[config.mk]
export PLATFORM = sky130hd
export DESIGN_NAME = quad_encoder_counter_flat
export DESIGN_NICKNAME = d
export VERILOG_FILES = /design/src/rtl/quad_encoder_counter_if.sv /design/src/rtl/quad_encoder_counter.sv /design/src/flat_wrapper.sv
export SDC_FILE = /design/constraint.sdc
export NUM_CORES = 1
export LEC_CHECK = 0
export CORE_ASPECT_RATIO = 1.75
export CORE_MARGIN = 2
export CORE_UTILIZATION = 45
export CTS_CLUSTER_DIAMETER = 30
export DETAILED_ROUTE_END_ITERATION = 7
export GPL_TIMING_DRIVEN = 0
export PLACE_DENSITY = 0.69
export SYNTH_ARGS = -nofsm -noshare
export SYNTH_HDL_FRONTEND = slang
export SYNTH_SLANG_ARGS = --single-unit
[constraint.sdc]
create_clock -name clk80m -period 4.54 [get_ports clk80m]
set_input_delay 0.908 -clock clk80m [delete_from_list [all_inputs] [get_ports clk80m]]
set_output_delay 0.908 -clock clk80m [all_outputs]
set_load 0.01 [all_outputs]
[src/rtl/quad_encoder_counter_if.sv]
// Pin-side and register-side signals of the quadrature encoder counter.
// master = pin/register driver, slave = the counter itself.
interface quad_encoder_counter_if #(
    parameter int CNT_W = 32
);
    logic             enc_rstn;
    logic             enca;
    logic             encb;
    logic             encx;
    logic [1:0]       mode;
    logic             dir_invert;
    logic             index_clr_en;
    logic [CNT_W-1:0] position;
    logic [CNT_W-1:0] index_pos;
    logic             index_valid;
    logic             enc_udn;
    logic             enc_cas;
    logic             enc_err;
    logic             count_enable;
    logic             count_direction;

    modport master (
        output enc_rstn, enca, encb, encx, mode, dir_invert, index_clr_en,
        input  position, index_pos, index_valid, enc_udn, enc_cas, enc_err,
               count_enable, count_direction
    );

    modport slave (
        input  enc_rstn, enca, encb, encx, mode, dir_invert, index_clr_en,
        output position, index_pos, index_valid, enc_udn, enc_cas, enc_err,
               count_enable, count_direction
    );
endinterface

[src/rtl/quad_encoder_counter.sv]
// Quadrature encoder front end: synchroniser + glitch filter on A/B/X,
// x1/x2/x4 decode, wrapping position counter and index capture/clear.
module quad_encoder_counter #(
    parameter int CNT_W       = 32,
    parameter int SYNC_STAGES = 2,
    parameter int FLT_LEN     = 3
) (
    input  logic                   clk80m,
    input  logic                   resetn,
    quad_encoder_counter_if.slave  bus
);
    localparam int NCH      = 3;
    localparam int WARM_CYC = SYNC_STAGES + FLT_LEN + 1;
    localparam int WARM_W   = $clog2(WARM_CYC + 1);
    localparam logic [WARM_W-1:0] WARM_END = WARM_W'(WARM_CYC);

    // Channel order inside the vectors: 0 = A, 1 = B, 2 = X.
    logic [NCH-1:0] pin_raw;
    logic [NCH-1:0] synced;
    logic [NCH-1:0] filt_q, filt_d;
    logic [NCH-1:0] prev_q, prev_d;

    logic [WARM_W-1:0] warm_cnt_q, warm_cnt_d;
    logic              warm;

    logic [CNT_W-1:0] position_q, position_d;
    logic [CNT_W-1:0] index_pos_q, index_pos_d;
    logic             index_valid_q, index_valid_d;
    logic             enc_udn_q, enc_udn_d;
    logic             enc_cas_q, enc_cas_d;
    logic             enc_err_q, enc_err_d;
    logic             count_enable_q, count_enable_d;
    logic             count_direction_q, count_direction_d;

    logic a_chg, b_chg, raw_up, count_hit, idx_rise;

    assign pin_raw = {bus.encx, bus.encb, bus.enca};

    // Warm-up window: filtered levels track the synced pins with no events.
    assign warm       = (warm_cnt_q != WARM_END);
    assign warm_cnt_d = warm ? warm_cnt_q + WARM_W'(1) : warm_cnt_q;

    always_ff @(posedge clk80m or negedge resetn) begin
        if (!resetn) begin
            warm_cnt_q <= '0;
        end else begin
            warm_cnt_q <= warm_cnt_d;
        end
    end

    generate
        for (genvar gi = 0; gi < NCH; gi++) begin : g_chan
            logic [SYNC_STAGES-1:0] sync_q, sync_d;
            logic [FLT_LEN-2:0]     hist_q, hist_d;
            logic                   stable;

            // hist holds the previous FLT_LEN-1 synced samples; with the current
            // synced bit that makes the FLT_LEN-sample agreement window.
            always_comb begin
                sync_d    = {sync_q[SYNC_STAGES-2:0], pin_raw[gi]};
                hist_d    = hist_q;
                hist_d[0] = sync_q[SYNC_STAGES-1];
                for (int i = 1; i < FLT_LEN - 1; i++) begin
                    hist_d[i] = hist_q[i-1];
                end
            end

            assign synced[gi] = sync_q[SYNC_STAGES-1];
            assign stable     = (&{hist_q, synced[gi]}) | ~(|{hist_q, synced[gi]});
            assign filt_d[gi] = (warm || stable) ? synced[gi] : filt_q[gi];

            always_ff @(posedge clk80m or negedge resetn) begin
                if (!resetn) begin
                    sync_q <= '0;
                    hist_q <= '0;
                end else begin
                    sync_q <= sync_d;
                    hist_q <= hist_d;
                end
            end
        end
    endgenerate

    always_ff @(posedge clk80m or negedge resetn) begin
        if (!resetn) begin
            filt_q <= '0;
            prev_q <= '0;
        end else begin
            filt_q <= filt_d;
            prev_q <= prev_d;
        end
    end

    // Decode compares the previous and current filtered levels. During warm-up
    // prev follows the fresh filtered value so no edge is seen on exit.
    always_comb begin
        prev_d = warm ? filt_d : filt_q;
        a_chg  = filt_q[0] ^ prev_q[0];
        b_chg  = filt_q[1] ^ prev_q[1];
        raw_up = a_chg ? (filt_q[0] ^ filt_q[1]) : ~(filt_q[0] ^ filt_q[1]);
        case (bus.mode)
            2'b01:   count_hit = a_chg & ~b_chg;
            2'b10:   count_hit = a_chg & ~b_chg & ~filt_q[1];
            default: count_hit = a_chg ^ b_chg;
        endcase
        idx_rise = ~warm & filt_q[2] & ~prev_q[2];
    end

    always_comb begin
        count_enable_d    = ~warm & count_hit;
        count_direction_d = ~warm & count_hit & (raw_up ^ bus.dir_invert);
        enc_err_d         = enc_err_q | (~warm & a_chg & b_chg);
        index_valid_d     = idx_rise;
        index_pos_d       = idx_rise ? position_q : index_pos_q;
        position_d        = position_q;
        enc_udn_d         = enc_udn_q;
        enc_cas_d         = enc_cas_q;

        // Index clear wins over a count landing in the same cycle.
        if (idx_rise && bus.index_clr_en) begin
            position_d = '0;
        end else if (count_enable_q) begin
            enc_udn_d = count_direction_q;
            if (count_direction_q) begin
                position_d = position_q + CNT_W'(1);
                if (&position_q) enc_cas_d = 1'b1;
            end else begin
                position_d = position_q - CNT_W'(1);
                if (~|position_q) enc_cas_d = 1'b1;
            end
        end

        if (!bus.enc_rstn) begin
            position_d        = '0;
            index_pos_d       = '0;
            index_valid_d     = 1'b0;
            enc_udn_d         = 1'b0;
            enc_cas_d         = 1'b0;
            enc_err_d         = 1'b0;
            count_enable_d    = 1'b0;
            count_direction_d = 1'b0;
        end
    end

    always_ff @(posedge clk80m or negedge resetn) begin
        if (!resetn) begin
            position_q        <= '0;
            index_pos_q       <= '0;
            index_valid_q     <= 1'b0;
            enc_udn_q         <= 1'b0;
            enc_cas_q         <= 1'b0;
            enc_err_q         <= 1'b0;
            count_enable_q    <= 1'b0;
            count_direction_q <= 1'b0;
        end else begin
            position_q        <= position_d;
            index_pos_q       <= index_pos_d;
            index_valid_q     <= index_valid_d;
            enc_udn_q         <= enc_udn_d;
            enc_cas_q         <= enc_cas_d;
            enc_err_q         <= enc_err_d;
            count_enable_q    <= count_enable_d;
            count_direction_q <= count_direction_d;
        end
    end

    assign bus.position        = position_q;
    assign bus.index_pos       = index_pos_q;
    assign bus.index_valid     = index_valid_q;
    assign bus.enc_udn         = enc_udn_q;
    assign bus.enc_cas         = enc_cas_q;
    assign bus.enc_err         = enc_err_q;
    assign bus.count_enable    = count_enable_q;
    assign bus.count_direction = count_direction_q;
endmodule
[src/flat_wrapper.sv]
// flat-port wrapper written by rule: the top's interface ports become plain ports
module quad_encoder_counter_flat 
#(
    parameter int CNT_W       = 32,
    parameter int SYNC_STAGES = 2,
    parameter int FLT_LEN     = 3
)
  (clk80m, resetn, bus_enc_rstn, bus_enca, bus_encb, bus_encx, bus_mode, bus_dir_invert, bus_index_clr_en, bus_position, bus_index_pos, bus_index_valid, bus_enc_udn, bus_enc_cas, bus_enc_err, bus_count_enable, bus_count_direction);
  quad_encoder_counter_if #(.CNT_W(CNT_W)) bus_i ();
  input  logic clk80m;
  input  logic resetn;
  input wire logic [$bits(bus_i.enc_rstn)-1:0] bus_enc_rstn;
  input wire logic [$bits(bus_i.enca)-1:0] bus_enca;
  input wire logic [$bits(bus_i.encb)-1:0] bus_encb;
  input wire logic [$bits(bus_i.encx)-1:0] bus_encx;
  input wire logic [$bits(bus_i.mode)-1:0] bus_mode;
  input wire logic [$bits(bus_i.dir_invert)-1:0] bus_dir_invert;
  input wire logic [$bits(bus_i.index_clr_en)-1:0] bus_index_clr_en;
  output wire logic [$bits(bus_i.position)-1:0] bus_position;
  output wire logic [$bits(bus_i.index_pos)-1:0] bus_index_pos;
  output wire logic [$bits(bus_i.index_valid)-1:0] bus_index_valid;
  output wire logic [$bits(bus_i.enc_udn)-1:0] bus_enc_udn;
  output wire logic [$bits(bus_i.enc_cas)-1:0] bus_enc_cas;
  output wire logic [$bits(bus_i.enc_err)-1:0] bus_enc_err;
  output wire logic [$bits(bus_i.count_enable)-1:0] bus_count_enable;
  output wire logic [$bits(bus_i.count_direction)-1:0] bus_count_direction;
  assign bus_i.enc_rstn = bus_enc_rstn;
  assign bus_i.enca = bus_enca;
  assign bus_i.encb = bus_encb;
  assign bus_i.encx = bus_encx;
  assign bus_i.mode = bus_mode;
  assign bus_i.dir_invert = bus_dir_invert;
  assign bus_i.index_clr_en = bus_index_clr_en;
  assign bus_position = bus_i.position;
  assign bus_index_pos = bus_i.index_pos;
  assign bus_index_valid = bus_i.index_valid;
  assign bus_enc_udn = bus_i.enc_udn;
  assign bus_enc_cas = bus_i.enc_cas;
  assign bus_enc_err = bus_i.enc_err;
  assign bus_count_enable = bus_i.count_enable;
  assign bus_count_direction = bus_i.count_direction;
  quad_encoder_counter #(.CNT_W(CNT_W), .SYNC_STAGES(SYNC_STAGES), .FLT_LEN(FLT_LEN)) u_core (.clk80m(clk80m), .resetn(resetn), .bus(bus_i));
endmodule
==> results of run 1 <==
-- flip-flops by register name, indices dropped and copies added (netlist names), named ones only --
register                    count
u_core.bus.index_pos           32
u_core.bus.position            32
u_core.g_chan.hist_q            6
u_core.g_chan.sync_q            6
u_core.prev_q                   3
u_core.warm_cnt_q               3
u_core.bus.count_direction      1
u_core.bus.count_enable         1
u_core.bus.enc_cas              1
u_core.bus.enc_err              1
u_core.bus.enc_udn              1
u_core.bus.index_valid          1
-- final timing paths --
kind                                         endpoint  depth (start not counted)                       start  slack [ns]
max in group asynchronous     u_core.bus.position[25]                          2                      resetn        3.37
max                           u_core.bus.position[28]                         10  u_core.bus.count_direction        0.45
min reg2reg                u_core.g_chan[1].sync_q[1]                          0  u_core.g_chan[1].sync_q[0]        0.36
min                        u_core.g_chan[1].sync_q[1]                          0  u_core.g_chan[1].sync_q[0]        0.36
max reg2reg                   u_core.bus.position[28]                         10  u_core.bus.count_direction        0.45
min in group asynchronous  u_core.g_chan[0].sync_q[0]                          1                      resetn        0.53
-- area by class of cell --
cell class,instances,area share (%)
plain buffers,29,2.17
clock buffers,9,3.29
clock inverters,7,0.932
inverters,16,0.877
multi-input cells,485,44.6
flip-flops and latches,91,33.2
well taps,165,3.01
repair buffers,80,11.9
-- cells in the final DEF (no fill, tap or decap), types with 5 or more instances in the layout --
cell type,instances
nor2_1,51
a21oi_1,42
nand4_1,16
clkbuf_1,20
xor2_1,10
xnor2_1,21
a21o_1,5
dfrtp_1,91
nor3_1,8
mux2i_1,18
nand3_1,24
a21boi_0,34
o21a_1,5
o21ai_0,30
inv_1,16
nor4_1,12
clkbuf_16,9
nand2_1,110
clkdlybuf4s50_1,78
o31ai_1,6
ha_1,35
-- stage by stage --
step,power [mW],instance area [um2]
final,4.20,6850
after global routing,4.49,6850
after CTS,4.21,6850
after detailed placement,3.44,6560
after global placement,3.41,6540
after floorplan,2.74,5540
-- critical path: cells and delay by family (launching register included) --
| kind | cells | cell delay, ns |
|---|---|---|
| buf+inv | 2 | 1.04 |
| simple gates | 2 | 0.35 |
| flops | 1 | 0.40 |
| fa+ha+maj | 1 | 0.48 |
| compound gates | 5 | 1.71 |
-- Yosys cell counts (all sizes together), types with 10 or more instances --
library cell    n
a21boi         34
a21oi          44
clkbuf         20
dfrtp          91
ha             35
inv            16
mux2i          18
nand2         110
nand3          25
nand4          16
nor2           52
nor4           12
o21ai          31
xnor2          21
xor2           10
-- cells by family after synthesis --
| family | count (synthesis) | synth area share [%] |
|---|---|---|
| AOI/OAI and AO/OA | 157 | 18.9 |
| xor gates and xnor gates | 31 | 4.90 |
| and+or+nand+nor | 243 | 19.7 |
| adders and majority gates | 36 | 8.27 |
| muxes | 18 | 3.25 |
| DFF | 91 | 41.1 |
| buffers and inverters | 45 | 3.77 |
-- routing by layer --
layer | track usage (%) | vias up
li1 | - | 2389
met1 | 28.7 | 2341
met2 | 45.2 | 129
met3 | 3.29 | 39
met4 | 11.2 | 0
met5 | 0 | -
-- report_power, final --
part,internal [mW],switching [mW]
Clock,0.385,0.365
Sequential,0.907,0.168
Combinational,1.03,1.34
Total,2.32,1.88
==> summary.md, run 1 <==
| Metric | Value |
|---|---|
| Port buffer count | `79` |
| Post-Place Setup Slack | `0.475 ns` |
| Ant diodes | `0` |
| Final Slew Violations | `0` |
| Via count | `4898` |
| Final hold violation count | `0` |
| Setup CP Type | `reg2reg` |
| Vias in the first global route | `4931` |
| Setup_tns | `0 ns` |
| Seq/Total Area, Yosys | `41.1%` |
| Avg Cell Area, Syn | `8.92 um2` |
| Slew of the pin with the lowest slew margin | `1.26 ns` |
| Setup bufs post-CTS | `0` |
| Vias/cell | `5.55` |
| Final WL | `15900 um` |
| Peak VDD IR | `0.000293 V` |
| RSZ-0062 raised after global routing | `false` |
| Yosys warnings | `0` |
| Final worst-path cycle share | `90.1%` |
| Critical Path AT | `4.33 ns` |
| Root Buffer | `clkbuf_16` |
| Share of layout cells above drive strength 1 | `5.86%` |
| Initial antenna violation count | `0` |
| Status | `complete, no violations` |
| Total Die Area | `13200 um2` |
| GRT overflow | `0` |
| Slowest stage delay, CP | `0.90 ns` |
| DRT met1 WL | `6280 um` |
| Top layer in use | `met4` |
| Hold bufs inserted after CTS | `0` |
| Worst hold slack | `0.358 ns` |
| Final setup slack of the worst path | `0.448 ns` |
| CP max FO | `31` |
| Placed Instances | `866` |
| Static Leakage | `2.95 nW` |
| CTS clk-pin slew, worst paths | `0.07 ns` |
| Post-synth ARST share | `100%` |
| Post-route ant nets | `0` |
| Core area | `12000 um2` |
| Seq cells post-synth | `91` |
| Final net count | `758` |
| Register area | `2280 um2` |
| Multi-input logic area | `3050 um2` |
| Drt first pass iters | `4` |
| Maxcap violations | `0` |
| Die H | `151 um` |
| Slew headroom | `15.6%` |
| Filler cell count | `1114` |
| Post-Syn Area | `5540 um2` |
| Post-CTS sizing | `0` |
| Floorplan row count | `53` |
| Die W | `87.9 um` |
| Mapped Cells | `621` |
| First-pass GRT wire length | `25500 um` |
| CTS buffer count | `9` |
| Cells along the critical path | `buf_6 > inv_1 > ha_1 > and3_1 > a221oi_2 > o31ai_1 > o41a_1 > a31oi_2 > nor3_1 > a211o_1` |
| DR WL met3 | `545 um` |
| Routability cong. | `0.884` |
| Class of the worst hold path | `reg2reg` |
| Cell Pwr Density | `613 nW/um2` |
| Post-synth EDFFs | `0` |
| Required @ worst endpoint | `4.78 ns` |
| Final HPWL DP | `12000 um` |
| Dominant synthesized flop cell | `dfrtp_1` |
| Clock Latency Late Sink | `0.36 ns` |
| CP startpoint kind | `flip-flop` |
| Setup violators final | `0` |
| H-tree depth | `3` |
| Final Critical Period | `4.09 ns` |
| Cell taking the most area after synthesis | `dfrtp_1` |
| Slowest cell on crit path | `inv_1` |
| GRT Resource Usage Total | `25.0%` |
| # IOs | `80` |
| Pin count of the biggest net entering global routing | `53` |
| Clock sink count | `91` |
| Syn nets | `667` |
| Core Util, Final | `57.1%` |
| Detailed-route wire length per cell | `18.0 um` |
| Max clock buf depth | `2` |
| Drt first-iter violations | `267` |
| TritonCTS clock tree | `built` |
| Dominant cells by area after synthesis | `dfrtp_1 41%, ha_1 7.9%, nand2_1 7.5%, a21boi_0 4.6%, a21oi_1 3.8%` |
| P&R area growth vs syn | `23.7%` |
| Drt drc | `0` |
| Final Non-Filler Cells | `882` |
| CP Capture Type | `flip-flop` |
| Share of the synthesized area in the top cell type | `41.1%` |
| Distinct cells, synth | `60` |
| Met2 wire length | `8480 um` |
| Fmax | `244 MHz` |
| Initial Util | `46.1%` |
| Worst Clk Skew | `0.0107 ns` |
(Power assumes the default switching activity.)
==> run 2, diff against run 1 <==
CORE_UTILIZATION = 25   (was 45)
PLACE_DENSITY = 0.44   (was 0.69)
==> summary.md, run 2 (synthesis gave the netlist of run 1 again) <==
| Metric | Value |
|---|---|
| Final setup slack of the worst path | `0.432 ns (was 0.448 ns)` |
| Multi-input logic area | `3050 um2 (unchanged)` |
| Die W | `117 um (was 87.9 um)` |
| CP Capture Type | `flip-flop (unchanged)` |
| TritonCTS clock tree | `built (unchanged)` |
| Slew of the pin with the lowest slew margin | `1.28 ns (was 1.26 ns)` |
| Fmax | `243 MHz (was 244 MHz)` |
| Post-Place Setup Slack | `0.410 ns (was 0.475 ns)` |
| Setup_tns | `0 ns (unchanged)` |
| Register area | `2280 um2 (unchanged)` |
| CP startpoint kind | `flip-flop (unchanged)` |
| Pin count of the biggest net entering global routing | `63 (was 53)` |
| Initial Util | `25.3% (was 46.1%)` |
| Class of the worst hold path | `reg2reg (unchanged)` |
| Drt drc | `0 (unchanged)` |
| Vias in the first global route | `5217 (was 4931)` |
| Status | `complete, no violations (unchanged)` |
| Total Die Area | `23400 um2 (was 13200 um2)` |
| Final Slew Violations | `0 (unchanged)` |
| Filler cell count | `2293 (was 1114)` |
| Detailed-route wire length per cell | `18.0 um (about the same)` |
| Setup CP Type | `reg2reg (unchanged)` |
| Worst Clk Skew | `0.00956 ns (was 0.0107 ns)` |
| Cell Pwr Density | `612 nW/um2 (was 613 nW/um2)` |
| Most frequent cells in the layout | `110 x nand2_1, 91 x dfrtp_1, 78 x clkdlybuf4s50_1, 51 x nor2_1, 42 x a21oi_1 (unchanged)` |
| Final HPWL DP | `13700 um (was 12000 um)` |
| RSZ-0062 raised after global routing | `false (unchanged)` |
| Slew headroom | `14.3% (was 15.6%)` |
| Required @ worst endpoint | `4.78 ns (about the same)` |
| Clock sink count | `91 (unchanged)` |
| CTS buffer count | `9 (unchanged)` |
| Port buffer count | `79 (unchanged)` |
| Final WL | `18300 um (was 15900 um)` |
| Maxcap violations | `0 (unchanged)` |
| Post-CTS sizing | `0 (unchanged)` |
| Core area | `21900 um2 (was 12000 um2)` |
| # IOs | `80 (unchanged)` |
| First-pass GRT wire length | `29000 um (was 25500 um)` |
| Commonest non-fill, non-tap cell in the layout | `nand2_1 (unchanged)` |
| Clock Latency Late Sink | `0.36 ns (about the same)` |
| Via count | `4955 (was 4898)` |
| Ant diodes | `0 (unchanged)` |
| GRT Resource Usage Total | `16.2% (was 25.0%)` |
| Setup violators final | `0 (unchanged)` |
| Hold bufs inserted after CTS | `0 (unchanged)` |
| Floorplan row count | `72 (was 53)` |
| GRT overflow | `0 (unchanged)` |
| CTS clk-pin slew, worst paths | `0.07 ns (about the same)` |
| Drt first-iter violations | `209 (was 267)` |
| H-tree depth | `3 (unchanged)` |
| Setup bufs post-CTS | `0 (unchanged)` |
| Max clock buf depth | `2 (unchanged)` |
| CP max FO | `31 (unchanged)` |
| Critical Path AT | `4.35 ns (was 4.33 ns)` |
| Peak VDD IR | `0.000188 V (was 0.000293 V)` |
| Post-route ant nets | `0 (unchanged)` |
| Die H | `201 um (was 151 um)` |
| Final Critical Period | `4.11 ns (was 4.09 ns)` |
| Share of layout cells above drive strength 1 | `5.72% (was 5.86%)` |
| Final worst-path cycle share | `90.5% (was 90.1%)` |
| Final hold violation count | `0 (unchanged)` |
| Root Buffer | `clkbuf_16 (unchanged)` |
| Routability cong. | `0.849 (was 0.884)` |
| P&R area growth vs syn | `26.9% (was 23.7%)` |
| Initial antenna violation count | `0 (unchanged)` |
| Static Leakage | `2.97 nW (was 2.95 nW)` |
| Vias/cell | `4.89 (was 5.55)` |
| Final net count | `758 (unchanged)` |
| Drt first pass iters | `6 (was 4)` |
-- run 2: cell types whose count changed in the layout (fill, tap and decap cells not counted) --
cell,change
bufinv_16,+1
inv_6,-1
clkbuf_1,+1
clkinv_4,+1
clkinv_2,+1
clkinvlp_4,-2
inv_8,-1
-- run 2: cell type report --
class | count | share of cell area (%)
plain buffers | 29 | 2.12
clock buffers | 10 | 3.26
clock inverters | 6 | 1.03
inverters | 16 | 0.855
multi-input cells | 485 | 43.4
flip-flops and latches | 91 | 32.4
well taps | 296 | 5.27
repair buffers | 80 | 11.6
-- run 2: report_power, final --
group	switching [mW]	internal (mW)	total [mW]	leakage [nW]
logic	1.39	1.03	2.42	1.61
registers	0.179	0.907	1.09	1.20
clock network	0.356	0.436	0.792	0.149
total	1.92	2.37	4.30	2.97
-- run 2: metal layers --
metal  routed length, um  part of all wire [%]  global-route usage (%)  up-vias
met5                   0                     0                       0        -
li1                    -                     -                       -     2396
met1                7430                    41                    19.0     2434
met3                 586                   3.2                    2.36       27
met4                 476                   2.6                    6.85        0
met2                9760                    53                    28.8       98
-- run 2: metrics by stage --
stage	power [mW]	utilization, %	std cells	hold slack, ns	area (um2)
after global routing	4.62	32.1	1013	0.367	7030
after detailed placement	3.51	30.7	997	0.339	6720
final	4.30	32.1	1013	0.350	7030
after floorplan	2.74	-	621	0.331	5540
after CTS	4.34	32.1	1013	0.352	7030
after global placement	3.50	30.6	996	0.334	6700
-- run 2: final timing paths --
check | startpoint | end | slack [ns] | depth (start not counted)
worst max register to register | u_core.bus.count_direction | u_core.bus.position[28] | 0.43 | 10
worst min-delay path | u_core.g_chan[1].sync_q[0] | u_core.g_chan[1].sync_q[1] | 0.35 | 0
min in group asynchronous | resetn | asynchronous set/reset pin | 0.49 | 1
max in group asynchronous | resetn | u_core.bus.position[14] | 3.36 | 2
worst min register to register | u_core.g_chan[1].sync_q[0] | u_core.g_chan[1].sync_q[1] | 0.35 | 0
worst max-delay path | u_core.bus.count_direction | u_core.bus.position[28] | 0.43 | 10
-- run 2: critical path, cell delays in order, from the launching register on --
cell      delay, ns
dfrtp_1        0.40
buf_6          0.14
inv_1          0.91
ha_1           0.48
and3_1         0.22
a221oi_2       0.42
o31ai_1        0.17
o41a_1         0.51
a31oi_2        0.32
nor3_1         0.11
a211o_1        0.29
==> run 3, diff against run 2 <==
GPL_TIMING_DRIVEN = default   (was 0)
==> summary.md, run 3 (synthesis gave the netlist of run 1 again) <==
| Metric | Value |
|---|---|
| Setup violators final | `0 (unchanged)` |
| RSZ-0062 raised after global routing | `false (unchanged)` |
| Core Util, Final | `31.4% (was 32.1%)` |
| Most frequent cells in the layout | `110 x nand2_1, 91 x dfrtp_1, 78 x clkdlybuf4s50_1, 50 x nor2_1, 42 x a21oi_1 (was 110 x nand2_1, 91 x dfrtp_1, 78 x clkdlybuf4s50_1, 51 x nor2_1, 42 x a21oi_1)` |
| Floorplan row count | `72 (unchanged)` |
| Vias/cell | `4.94 (was 4.89)` |
| Initial Util | `25.3% (unchanged)` |
| Critical Path AT | `3.85 ns (was 4.35 ns)` |
| Class of the worst hold path | `reg2reg (unchanged)` |
| Via count | `4887 (was 4955)` |
| Post-CTS sizing | `0 (unchanged)` |
| Drt first-iter violations | `270 (was 209)` |
| Final worst-path cycle share | `79.6% (was 90.5%)` |
| Vias in the first global route | `5111 (was 5217)` |
| Clock Latency Late Sink | `0.35 ns (was 0.36 ns)` |
| Filler cell count | `2313 (was 2293)` |
| Total Die Area | `23400 um2 (unchanged)` |
| Design Power | `4.20 mW (was 4.30 mW)` |
| Maxcap violations | `0 (unchanged)` |
| Peak VDD IR | `0.000210 V (was 0.000188 V)` |
| Drt first pass iters | `4 (was 6)` |
| Multi-input logic area | `3050 um2 (about the same)` |
| CTS buffer count | `9 (unchanged)` |
| Final Critical Period | `3.62 ns (was 4.11 ns)` |
| Port buffer count | `79 (unchanged)` |
| Drt drc | `0 (unchanged)` |
| H-tree depth | `3 (unchanged)` |
| Pin count of the biggest net entering global routing | `70 (was 63)` |
| Clock sink count | `91 (unchanged)` |
| Ant diodes | `0 (unchanged)` |
| Setup_tns | `0 ns (unchanged)` |
| Root Buffer | `clkbuf_16 (unchanged)` |
| Worst hold slack | `0.350 ns (about the same)` |
| Register area | `2280 um2 (unchanged)` |
| CP Capture Type | `flip-flop (unchanged)` |
| Worst Clk Skew | `0.00883 ns (was 0.00956 ns)` |
| Commonest non-fill, non-tap cell in the layout | `nand2_1 (unchanged)` |
| Core area | `21900 um2 (unchanged)` |
| Final HPWL DP | `13000 um (was 13700 um)` |
| Die H | `201 um (unchanged)` |
| Die W | `117 um (unchanged)` |
| Post-route ant nets | `0 (unchanged)` |
| Setup CP Type | `reg2reg (unchanged)` |
| Cell Pwr Density | `611 nW/um2 (was 612 nW/um2)` |
| GRT Resource Usage Total | `15.7% (was 16.2%)` |
| Slew of the pin with the lowest slew margin | `0.920 ns (was 1.28 ns)` |
| Final hold violation count | `0 (unchanged)` |
| CTS clk-pin slew, worst paths | `0.07 ns (about the same)` |
| Max clock buf depth | `2 (unchanged)` |
| Final Slew Violations | `0 (unchanged)` |
| Final net count | `736 (was 758)` |
| Post-Place Setup Slack | `0.973 ns (was 0.410 ns)` |
| # IOs | `80 (unchanged)` |
| Final WL | `17600 um (was 18300 um)` |
| Share of layout cells above drive strength 1 | `5.91% (was 5.72%)` |
| TritonCTS clock tree | `built (unchanged)` |
| CP max FO | `15 (was 31)` |
| Detailed-route wire length per cell | `17.8 um (was 18.0 um)` |
| Status | `complete, no violations (unchanged)` |
| CP startpoint kind | `flip-flop (unchanged)` |
| Static Leakage | `2.91 nW (was 2.97 nW)` |
| Slew headroom | `38.1% (was 14.3%)` |
| Setup bufs post-CTS | `0 (unchanged)` |
| First-pass GRT wire length | `28300 um (was 29000 um)` |
| Routability cong. | `0.914 (was 0.849)` |
| P&R area growth vs syn | `24.3% (was 26.9%)` |
| Hold bufs inserted after CTS | `0 (unchanged)` |
| Final setup slack of the worst path | `0.925 ns (was 0.432 ns)` |
| Fmax | `277 MHz (was 243 MHz)` |
| GRT overflow | `0 (unchanged)` |
| Initial antenna violation count | `0 (unchanged)` |
| Required @ worst endpoint | `4.78 ns (about the same)` |
==> run 3: cell types whose count changed in the layout (fill, tap and decap cells not counted), sizes merged <==
cell      delta
inv          -1
bufinv       -1
clkinvlp     +2
clkbuf      -21
buf          -2
==> run 3: layout make-up <==
cell class                 instances  area share, %
clock buffer                       9           3.27
clock inverter                     6          0.709
tap                              296           5.38
timing repair buffer              87           12.3
inverter                          16          0.872
multi-input combinational        485           44.4
sequential                        91           33.1
==> run 3: stage by stage <==
stage / std cells / area (um2)
floorplan: 621 / 5540
global placement: 975 / 6610
detailed placement: 975 / 6610
CTS: 990 / 6880
global route: 990 / 6880
finish: 990 / 6880
==> run 3: per-layer routing <==
layer	vias up	part of all wire, %	global-route usage (%)
li1	2335	-	-
met1	2442	41	18.6
met2	88	54	28.3
met3	22	2.8	1.75
met4	0	2.6	5.99
met5	-	0	0
==> run 3: worst paths after layout <==
| kind | cells after the start | slack, ns | endpoint | start |
|---|---|---|---|---|
| max reg2reg | 9 | 0.92 | u_core.bus.position[28] | u_core.bus.count_direction |
| max in group asynchronous | 2 | 2.98 | u_core.bus.position[14] | resetn |
| min | 0 | 0.35 | u_core.g_chan[1].sync_q[1] | u_core.g_chan[1].sync_q[0] |
| min reg2reg | 0 | 0.35 | u_core.g_chan[1].sync_q[1] | u_core.g_chan[1].sync_q[0] |
| min in group asynchronous | 1 | 0.69 | u_core.bus.index_valid | resetn |
| max | 9 | 0.92 | u_core.bus.position[28] | u_core.bus.count_direction |
==> run 3: power by group <==
group / internal [mW] / switching [mW] / total (mW)
Sequential: 0.907 / 0.178 / 1.08
Combinational: 1.02 / 1.37 / 2.39
Clock: 0.375 / 0.353 / 0.727
==> run 3: worst max-delay path: stages (launching register included) <==
cell and delay, ns:
dfrtp_1 0.47, inv_1 0.53, ha_1 0.43, and3_1 0.23
a221oi_2 0.41, o31ai_1 0.16, o41a_1 0.48, a31oi_2 0.37
nor3_1 0.11, a211o_1 0.30
